### src/rtl/spi_slave.sv
// spi_slave: LSB-first 8-bit SPI responder supporting all CPOL/CPHA modes,
// oversampling sclk/cs_n/mosi on clk and exchanging bytes with local logic.
module spi_slave #(
  parameter int SYNC_STAGES = 2
) (
  input  logic       clk,
  input  logic       rst,
  input  logic       cpol,
  input  logic       cpha,
  input  logic       sclk,
  input  logic       cs_n,
  input  logic       mosi,
  output logic       miso,
  output logic       miso_oe,
  input  logic [7:0] tx_data,
  input  logic       tx_load,
  output logic       tx_ready,
  output logic [7:0] rx_data,
  output logic       rx_valid,
  output logic       tx_underrun,
  output logic       frame_abort,
  output logic       busy
);
  typedef enum logic [1:0] {IDLE, ACTIVE, DONE} state_t;
  state_t     state_q, state_d;
  logic [2:0] pin_s;
  logic       cs_s, sclk_s, mosi_s;
  logic       cs_p_q, sclk_p_q;
  logic       cpol_q, cpol_d, cpha_q, cpha_d;
  logic [2:0] bit_cnt_q, bit_cnt_d;
  logic [7:0] tx_shift_q, tx_shift_d, rx_shift_q, rx_shift_d;
  logic [7:0] hold_q, hold_d, rx_data_q, rx_data_d, rx_bits;
  logic       tx_ready_q, tx_ready_d, miso_q, miso_d, miso_oe_q, miso_oe_d;
  logic       rx_valid_q, rx_valid_d, tx_underrun_q, tx_underrun_d;
  logic       frame_abort_q, frame_abort_d;
  logic       cs_fall, cs_rise, sclk_edge, lead, trail, samp, accept;
  if (SYNC_STAGES == 0) begin : g_direct
    assign pin_s = {cs_n, sclk, mosi};
  end else begin : g_sync
    logic [2:0] sync_q [SYNC_STAGES];
    // cs_n resets low so a select already held across reset never starts a partial frame
    always_ff @(posedge clk) begin
      if (rst) sync_q <= '{default: '0};
      else begin
        sync_q[0] <= {cs_n, sclk, mosi};
        for (int i = 1; i < SYNC_STAGES; i++) sync_q[i] <= sync_q[i-1];
      end
    end
    assign pin_s = sync_q[SYNC_STAGES-1];
  end
  assign {cs_s, sclk_s, mosi_s} = pin_s;
  assign cs_fall   = cs_p_q & ~cs_s;
  assign cs_rise   = ~cs_p_q & cs_s;
  assign sclk_edge = sclk_s ^ sclk_p_q;
  assign lead      = sclk_edge & (sclk_s != cpol_q);
  assign trail     = sclk_edge & (sclk_s == cpol_q);
  assign samp      = cpha_q ? trail : lead;
  assign accept    = tx_load & tx_ready_q;
  always_comb begin
    state_d       = state_q;
    cpol_d        = cpol_q;
    cpha_d        = cpha_q;
    bit_cnt_d     = bit_cnt_q;
    tx_shift_d    = tx_shift_q;
    rx_shift_d    = rx_shift_q;
    rx_data_d     = rx_data_q;
    miso_d        = miso_q;
    miso_oe_d     = miso_oe_q;
    rx_valid_d    = 1'b0;
    tx_underrun_d = 1'b0;
    frame_abort_d = 1'b0;
    hold_d        = accept ? tx_data : hold_q;
    tx_ready_d    = accept ? 1'b0 : tx_ready_q;
    rx_bits            = rx_shift_q;
    rx_bits[bit_cnt_q] = mosi_s;
    if (state_q == IDLE) begin
      if (cs_fall) begin
        state_d       = ACTIVE;
        cpol_d        = cpol;
        cpha_d        = cpha;
        bit_cnt_d     = 3'd0;
        miso_oe_d     = 1'b1;
        tx_shift_d    = tx_ready_q ? 8'h00 : hold_q;
        tx_underrun_d = tx_ready_q;
        tx_ready_d    = ~accept;
        miso_d        = cpha ? 1'b0 : (tx_ready_q ? 1'b0 : hold_q[0]);
      end
    end else if (cs_rise) begin
      state_d       = IDLE;
      frame_abort_d = state_q == ACTIVE;
      miso_d        = 1'b0;
      miso_oe_d     = 1'b0;
    end else if (state_q == ACTIVE) begin
      if (samp) begin
        rx_shift_d = rx_bits;
        if (bit_cnt_q == 3'd7) begin
          rx_data_d  = rx_bits;
          rx_valid_d = 1'b1;
          state_d    = DONE;
        end
      end
      if (cpha_q ? lead : trail) miso_d = tx_shift_q[cpha_q ? bit_cnt_q : bit_cnt_q + 3'd1];
      if (trail) bit_cnt_d = bit_cnt_q + 3'd1;
    end
  end
  always_ff @(posedge clk) begin
    if (rst) begin
      state_q       <= IDLE;
      cs_p_q        <= 1'b0;
      sclk_p_q      <= 1'b0;
      cpol_q        <= 1'b0;
      cpha_q        <= 1'b0;
      bit_cnt_q     <= 3'd0;
      tx_shift_q    <= 8'h00;
      rx_shift_q    <= 8'h00;
      hold_q        <= 8'h00;
      rx_data_q     <= 8'h00;
      tx_ready_q    <= 1'b1;
      miso_q        <= 1'b0;
      miso_oe_q     <= 1'b0;
      rx_valid_q    <= 1'b0;
      tx_underrun_q <= 1'b0;
      frame_abort_q <= 1'b0;
    end else begin
      state_q       <= state_d;
      cs_p_q        <= cs_s;
      sclk_p_q      <= sclk_s;
      cpol_q        <= cpol_d;
      cpha_q        <= cpha_d;
      bit_cnt_q     <= bit_cnt_d;
      tx_shift_q    <= tx_shift_d;
      rx_shift_q    <= rx_shift_d;
      hold_q        <= hold_d;
      rx_data_q     <= rx_data_d;
      tx_ready_q    <= tx_ready_d;
      miso_q        <= miso_d;
      miso_oe_q     <= miso_oe_d;
      rx_valid_q    <= rx_valid_d;
      tx_underrun_q <= tx_underrun_d;
      frame_abort_q <= frame_abort_d;
    end
  end
  assign miso        = miso_q;
  assign miso_oe     = miso_oe_q;
  assign tx_ready    = tx_ready_q;
  assign rx_data     = rx_data_q;
  assign rx_valid    = rx_valid_q;
  assign tx_underrun = tx_underrun_q;
  assign frame_abort = frame_abort_q;
  assign busy        = state_q != IDLE;
endmodule

### config.mk
export PLATFORM = sky130hd
export DESIGN_NAME = spi_slave
export DESIGN_NICKNAME = d
export VERILOG_FILES = /design/src/rtl/spi_slave.sv
export SDC_FILE = /design/constraint.sdc
export NUM_CORES = 1
export LEC_CHECK = 0
export CORE_MARGIN = 2
export CORE_UTILIZATION = 50
export CTS_CLUSTER_DIAMETER = 80
export DETAILED_ROUTE_END_ITERATION = 6
export PLACE_DENSITY = 0.73
export SYNTH_ARGS = -nofsm -noshare
export SYNTH_HDL_FRONTEND = slang
export SYNTH_SLANG_ARGS = --single-unit
### constraint.sdc
create_clock -name clk -period 2 [get_ports clk]
set_clock_uncertainty 0.1 [all_clocks]
set_input_delay 0.5 -clock clk [delete_from_list [all_inputs] [get_ports clk]]
set_output_delay 0.5 -clock clk [all_outputs]
set_load 0.01 [all_outputs]
==> impl_metrics.yaml, run 1 <==
worst_setup_path:
  crit_slowest_cell: "clkdlybuf4s50_1"
  crit_buf_inv: 1
  endpoint_kind: "output port"
  cpLargestDelayFamily: "buffers and inverters"
  reg2regPathDepth: 5
  rrSetupSlack_ns: 0.21
  crit_fanout: 2
  critPathArrivalTime_ns: 1.21
  r2r_end: "miso"
  required_ns: 1.40
  cp_cell_sequence: "clkdlybuf4s50_1"
  startpoint_type: "flip-flop"
  slowest_delay_ns: 0.54
  r2r-start: "bit_cnt_q[1]"
  critical_path_class: "reg -> out"
finish:
  syn2layout_area_growth_pct: 19.5
  nets: 310
  mostFrequentLayoutCells: "dfxtp_1 (51), nor2_1 (30), a21oi_1 (28), clkdlybuf4s50_1 (28)"
  n_antenna_cell: 0
  drive_gt1_frac: 0.103
  fin_util: 0.608
  final_common_cell: "dfxtp_1"
power:
  power_switching_mw: 0.433
  combPwrFrac: 0.075
  swShare: 0.221
  seq_power_share: 0.559
  p_leak_nw: 1.02
  clkPwrFrac: 0.366
  max-vdd-ir-drop_v: 0.000372
  internal_power_mw: 1.52
  cellPowerDensity_nw_per_um2: 690
placement:
  place_hpwl_mm: 3.17
  routabilityCongestion: 0.733
  io_buffers: 30
synth:
  syn_nets: 284
  synth_area_sq_um: 2370
  netlist-cell-type-count: 38
  synth_ff_type: "dfxtp_1"
  yosys.area_share.simple: 0.239
  synth_compound_area_frac: 0.155
  synth_mux_area_frac: 0.0970
  ys_seq_area_frac: 0.447
  netlist_instances: 266
  syn_avg_cell_area_sq_um: 8.92
  yosys_warnings: 0
  yosys.area_share.adder: 0.0105
  synth_top_family_by_area: "simple AND/OR/NAND/NOR gates"
  ys_ff_latch: 53
  synth_edf_count: 0
  synthArstFlopShare: 0
  synth_xor_xnor_area_share: 0.00686
floorplan:
  rows: 25
  die_x_um: 72.9
  initial_core_util: 0.509
  die-area_sq_um: 5310
  core_sq_um: 4660
  die_h_um: 72.9
  ios: 31
sta:
  finalSetupViolCount: 0
  period_share: 0.905
  timing.final.crit_period_ns: 1.81
  grt_setup_unrepaired: "no"
  finalHoldViolations: 0
  max_freq_ghz: 0.552
  worst_pin_slew_ns: 0.478
  tns_ns: 0
  report.final.slew_viol_count: 0
  relSlewSlack: 0.681
clock_tree:
  cts_buffers: 5
  cts-htree-levels: 2
  cts_sinks: 53
  cts_buffer_depth: 2
  clock_latency_ns: 0.30
  cts.root.buffer_cell: "clkbuf_8"
  clkTransAtPathRegs_ns: 0.09
  tritoncts: "built"
run_status:
  status: "completed"
hold_path:
  hold-path-endpoint: "pin_s[0]"
  min_from: "g_sync.sync_q[3]"
  holdCritPathClass: "reg -> reg"
  hold_depth: 1
global_routing:
  overflow: 0
  grt_pass1_wl_mm: 8.03
  grt_busiest_layer: "met2"
  grtUsageTotal: 0.190
  grt_util_met3: 0.0331
  met2_usage: 0.305
  grt_util_met1: 0.260
  grt_max_degree: 42
  grt_pass1_vias: 1761
  antenna_found_initial: 0
route:
  totalWireLength_mm: 4.61
  drc: 0
  vias: 1899
  drt_iter0_markers: 81
  ant_nets: 0
  via_per_inst: 5.49
  first_pass_iters: 4
  wl_per_cell_um: 13.3
flow_run:
  cap_violations: 0
-- how the worst max path moves through the flow --
stage | startpoint | to | slack (ns) | cells past startpoint
global route | cpol_q | rx_shift_q[4] | 0.12 | 5
CTS | state_q[0] | busy | 0.02 | 3
global placement | cpha | miso | 0.07 | 5
finish | miso | miso | 0.19 | 1
detailed placement | cpha | miso | 0.03 | 5
floorplan | cpol_q | rx_data[4] | 0.33 | 6
-- power groups by stage --
stage	sequential [mW]	combinational [mW]	clock (mW)
after detailed placement	1.12	0.147	0
after CTS	1.09	0.148	0.739
final	1.09	0.147	0.715
after global routing	1.10	0.163	0.774
after floorplan	1.12	0.0860	0
after global placement	1.12	0.146	0
-- cell usage after synthesis, types with 2 or more instances --
cell type / number / area, sq um
dfxtp_1: 53 / 1060
mux2i_1: 17 / 170
nor2b_1: 12 / 75.1
nor3b_1: 15 / 113
ha_1: 2 / 25.0
nand3_1: 14 / 70.1
a311oi_2: 3 / 45.0
a21oi_1: 28 / 140
nor2_1: 31 / 116
nand2_1: 17 / 63.8
nor3_1: 7 / 35.0
mux2_2: 2 / 22.5
o21ai_0: 6 / 30.0
nand2b_1: 4 / 25.0
inv_1: 3 / 11.3
a211oi_1: 6 / 45.0
a311oi_1: 3 / 26.3
nand3b_1: 4 / 30.0
buf_2: 5 / 25.0
a22oi_1: 2 / 15.0
o21a_1: 2 / 15.0
clkbuf_1: 14 / 52.6
-- what timing repair did --
| action | in CTS | in global routing |
|---|---|---|
| endpoints found under the setup margin | 1 | 3 |
| gates cloned | 0 | 0 |
| buffers inserted | 0 | 0 |
| resized for setup | 3 | 2 |
| hold endpoints to repair | 0 | 0 |
| pin swaps | 0 | 0 |
| hold buffers | 0 | 0 |
-- registers in the layout, indices dropped and copies added, names as in the netlist --
| name | count |
|---|---|
| cs_p_q | 1 |
| hold_q | 8 |
| pin_s | 3 |
| rx_valid | 1 |
| tx_underrun | 1 |
| sclk_p_q | 1 |
| tx_shift_q | 8 |
| miso | 1 |
| tx_ready | 1 |
| cpol_q | 1 |
| rx_shift_q | 8 |
| state_q | 2 |
| bit_cnt_q | 3 |
| cpha_q | 1 |
| miso_oe | 1 |
| rx_data | 8 |
| g_sync.sync_q | 3 |
| frame_abort | 1 |
-- logic make-up after synthesis --
logic type	after synthesis
multiplexers	21
XOR/XNOR	1
AO/OA/AOI/OAI	56
flip-flops	53
buffers and inverters	24
adder cells (fa/ha/maj)	2
AND/OR/NAND/NOR	109
-- stage by stage --
stage                     total power [mW]  cells  hold WS [ns]  area (sq um)  worst slack, ns
after floorplan                       1.20    266         0.314          2370            0.330
after global placement                1.26    339         0.319          2720           0.0734
after detailed placement              1.27    339         0.325          2720           0.0315
after CTS                             1.98    346         0.348          2830           0.0204
after global routing                  2.04    346         0.362          2840            0.123
final                                 1.96    346         0.346          2840            0.190
-- per-layer routing --
metal / wire length, um / vias up
li1: - / 993
met4: 40 / 0
met3: 147 / 5
met2: 2160 / 35
met1: 2250 / 866
met5: 0 / -
-- cell type report --
type	instances	area (sq um)
clock buffers	5	68.8
clock inverters	2	38.8
fillers	434	1830
multi-input cells	189	1210
flip-flops and latches	53	1070
repair buffers	40	373
inverters	3	11.3
well taps	54	67.6
Power figures use the tool's default switching activity.
==> run 2: changes to the inputs <==
clock period = 2.1 ns   (was 2 ns; I/O delays follow)
==> run 2 against run 1 <==
Effect of this change: clock-buffer cell count unchanged; worst setup slack improved by 0.020 ns; register-to-register slack improved by 0.06 ns; non-clock buffer count increased by 2; total power decreased by 10%; first-iteration DRC count increased by 7.4%; clock power decreased by 20%; cell area decreased by 0.31%; via count increased by 0.74%; highest routed layer unchanged.
==> impl_metrics.yaml, run 2 (synthesis gave the netlist of run 1 again) <==
clock_tree:
  post_cts_buffers: 0
  cts_buffers: 5
  cts_buffer_depth: 2
  cts-htree-levels: 2
  clkTransAtPathRegs_ns: 0.09
  clock_latency_ns: 0.31
  cts_sinks: 53
  cts.root.buffer_cell: "clkbuf_8"
  tritoncts: "built"
worst_setup_path:
  critical_path_class: "reg -> out"
  cp_cell_sequence: "buf_4 > nor2_1 > inv_1 > dlygate4sd2_1"
  crit_fanout: 7
  required_ns: 1.47
  slowest_delay_ns: 0.32
  crit_slowest_cell: "dfxtp_1"
  startpoint_type: "flip-flop"
  critPathArrivalTime_ns: 1.27
  endpoint_kind: "output port"
power:
  cellPowerDensity_nw_per_um2: 623
  p_leak_nw: 1.00
  max-vdd-ir-drop_v: 0.000474
finish:
  final_area_sq_um: 2830
  drive_gt1_frac: 0.108
  nets: 312
  n_antenna_cell: 0
  mostFrequentLayoutCells: "dfxtp_1 (53), nor2_1 (29), a21oi_1 (28), clkdlybuf4s50_1 (28)"
  fin_util: 0.606
  fin_cells: 349
  syn2layout_area_growth_pct: 19.1
  final_common_cell: "dfxtp_1"
sta:
  period_share: 0.900
  relSlewSlack: 0.558
  max_freq_ghz: 0.529
  finalHoldViolations: 0
  timing.final.crit_period_ns: 1.89
  finalSetupViolCount: 0
  tns_ns: 0
  worst_pin_slew_ns: 0.662
  grt_setup_unrepaired: "no"
  report.final.slew_viol_count: 0
floorplan:
  die-area_sq_um: 5310
  die_h_um: 72.9
  core_sq_um: 4660
  ios: 31
  die_x_um: 72.9
  initial_core_util: 0.509
  rows: 25
global_routing:
  grt_pass1_vias: 1743
  grt_max_degree: 32
  grtUsageTotal: 0.198
  antenna_found_initial: 0
  grt_pass1_wl_mm: 8.25
  overflow: 0
placement:
  io_buffers: 30
  place_area_sq_um: 2730
  routabilityCongestion: 0.752
  dpl.cell_count: 341
  place_hpwl_mm: 3.20
hold_path:
  holdCritPathClass: "reg -> reg"
route:
  first_pass_iters: 4
  vias: 1913
  totalWireLength_mm: 4.63
  drc: 0
  wl_per_cell_um: 13.3
  drt_iter0_markers: 87
  via_per_inst: 5.48
  ant_nets: 0
run_status:
  status: "completed"
flow_run:
  cap_violations: 0
[run 2: power breakdown]
part           internal [mW]  switching, mW  leakage [nW]
clock                  0.237          0.336        0.0445
sequential              1.03         0.0141         0.430
combinational         0.0729         0.0726         0.529
total                   1.34          0.423          1.00
[run 2: path summary, 6_finish.rpt]
| check | startpoint | endpoint | slack, ns | cells past startpoint |
|---|---|---|---|---|
| worst min register to register | g_sync.sync_q[4] | pin_s[1] | 0.34 | 1 |
| worst min-delay path | g_sync.sync_q[4] | pin_s[1] | 0.34 | 1 |
| worst max register to register | cpol_q | state_q[0] | 0.27 | 4 |
| worst max-delay path | state_q[0] | busy | 0.21 | 4 |
[run 2: per-stage QoR]
| stage | total power, mW | hold WS (ns) | worst slack [ns] |
|---|---|---|---|
| floorplan | 1.15 | 0.314 | 0.430 |
| global placement | 1.21 | 0.319 | 0.0820 |
| detailed placement | 1.21 | 0.324 | -0.00256 |
| CTS | 1.78 | 0.346 | 0.147 |
| global route | 1.85 | 0.367 | 0.103 |
| finish | 1.76 | 0.345 | 0.209 |
[run 2: what timing repair did]
action,in CTS,in global routing
endpoints found under the setup margin,3,6
gates cloned,0,0
hold buffers,0,0
gates resized for setup,2,1
[run 2: final cells by class]
type | instances | area [sq um]
fillers | 410 | 1830
multi-input cells | 189 | 1210
flip-flops and latches | 53 | 1060
repair buffers | 42 | 384
clock buffers | 5 | 68.8
well taps | 54 | 67.6
clock inverters | 3 | 21.3
inverters | 3 | 11.3
[run 2: critical path, delay by kind of cell, from the launching register on]
family                 cells  cell delay (ns)
buffers and inverters      3             0.51
flip-flops                 1             0.32
AND/OR/NAND/NOR            1             0.13
[run 2: routing by layer]
layer  routed length (um)  global-route usage  part of all wire  vias up
li1                     -                   -                 -      993
met1                 2300               0.276              0.50      876
met2                 2110               0.304              0.46       38
met3                  155              0.0456             0.034        6
met4                   62              0.0617             0.013        0
met5                    0                   0                 0        -
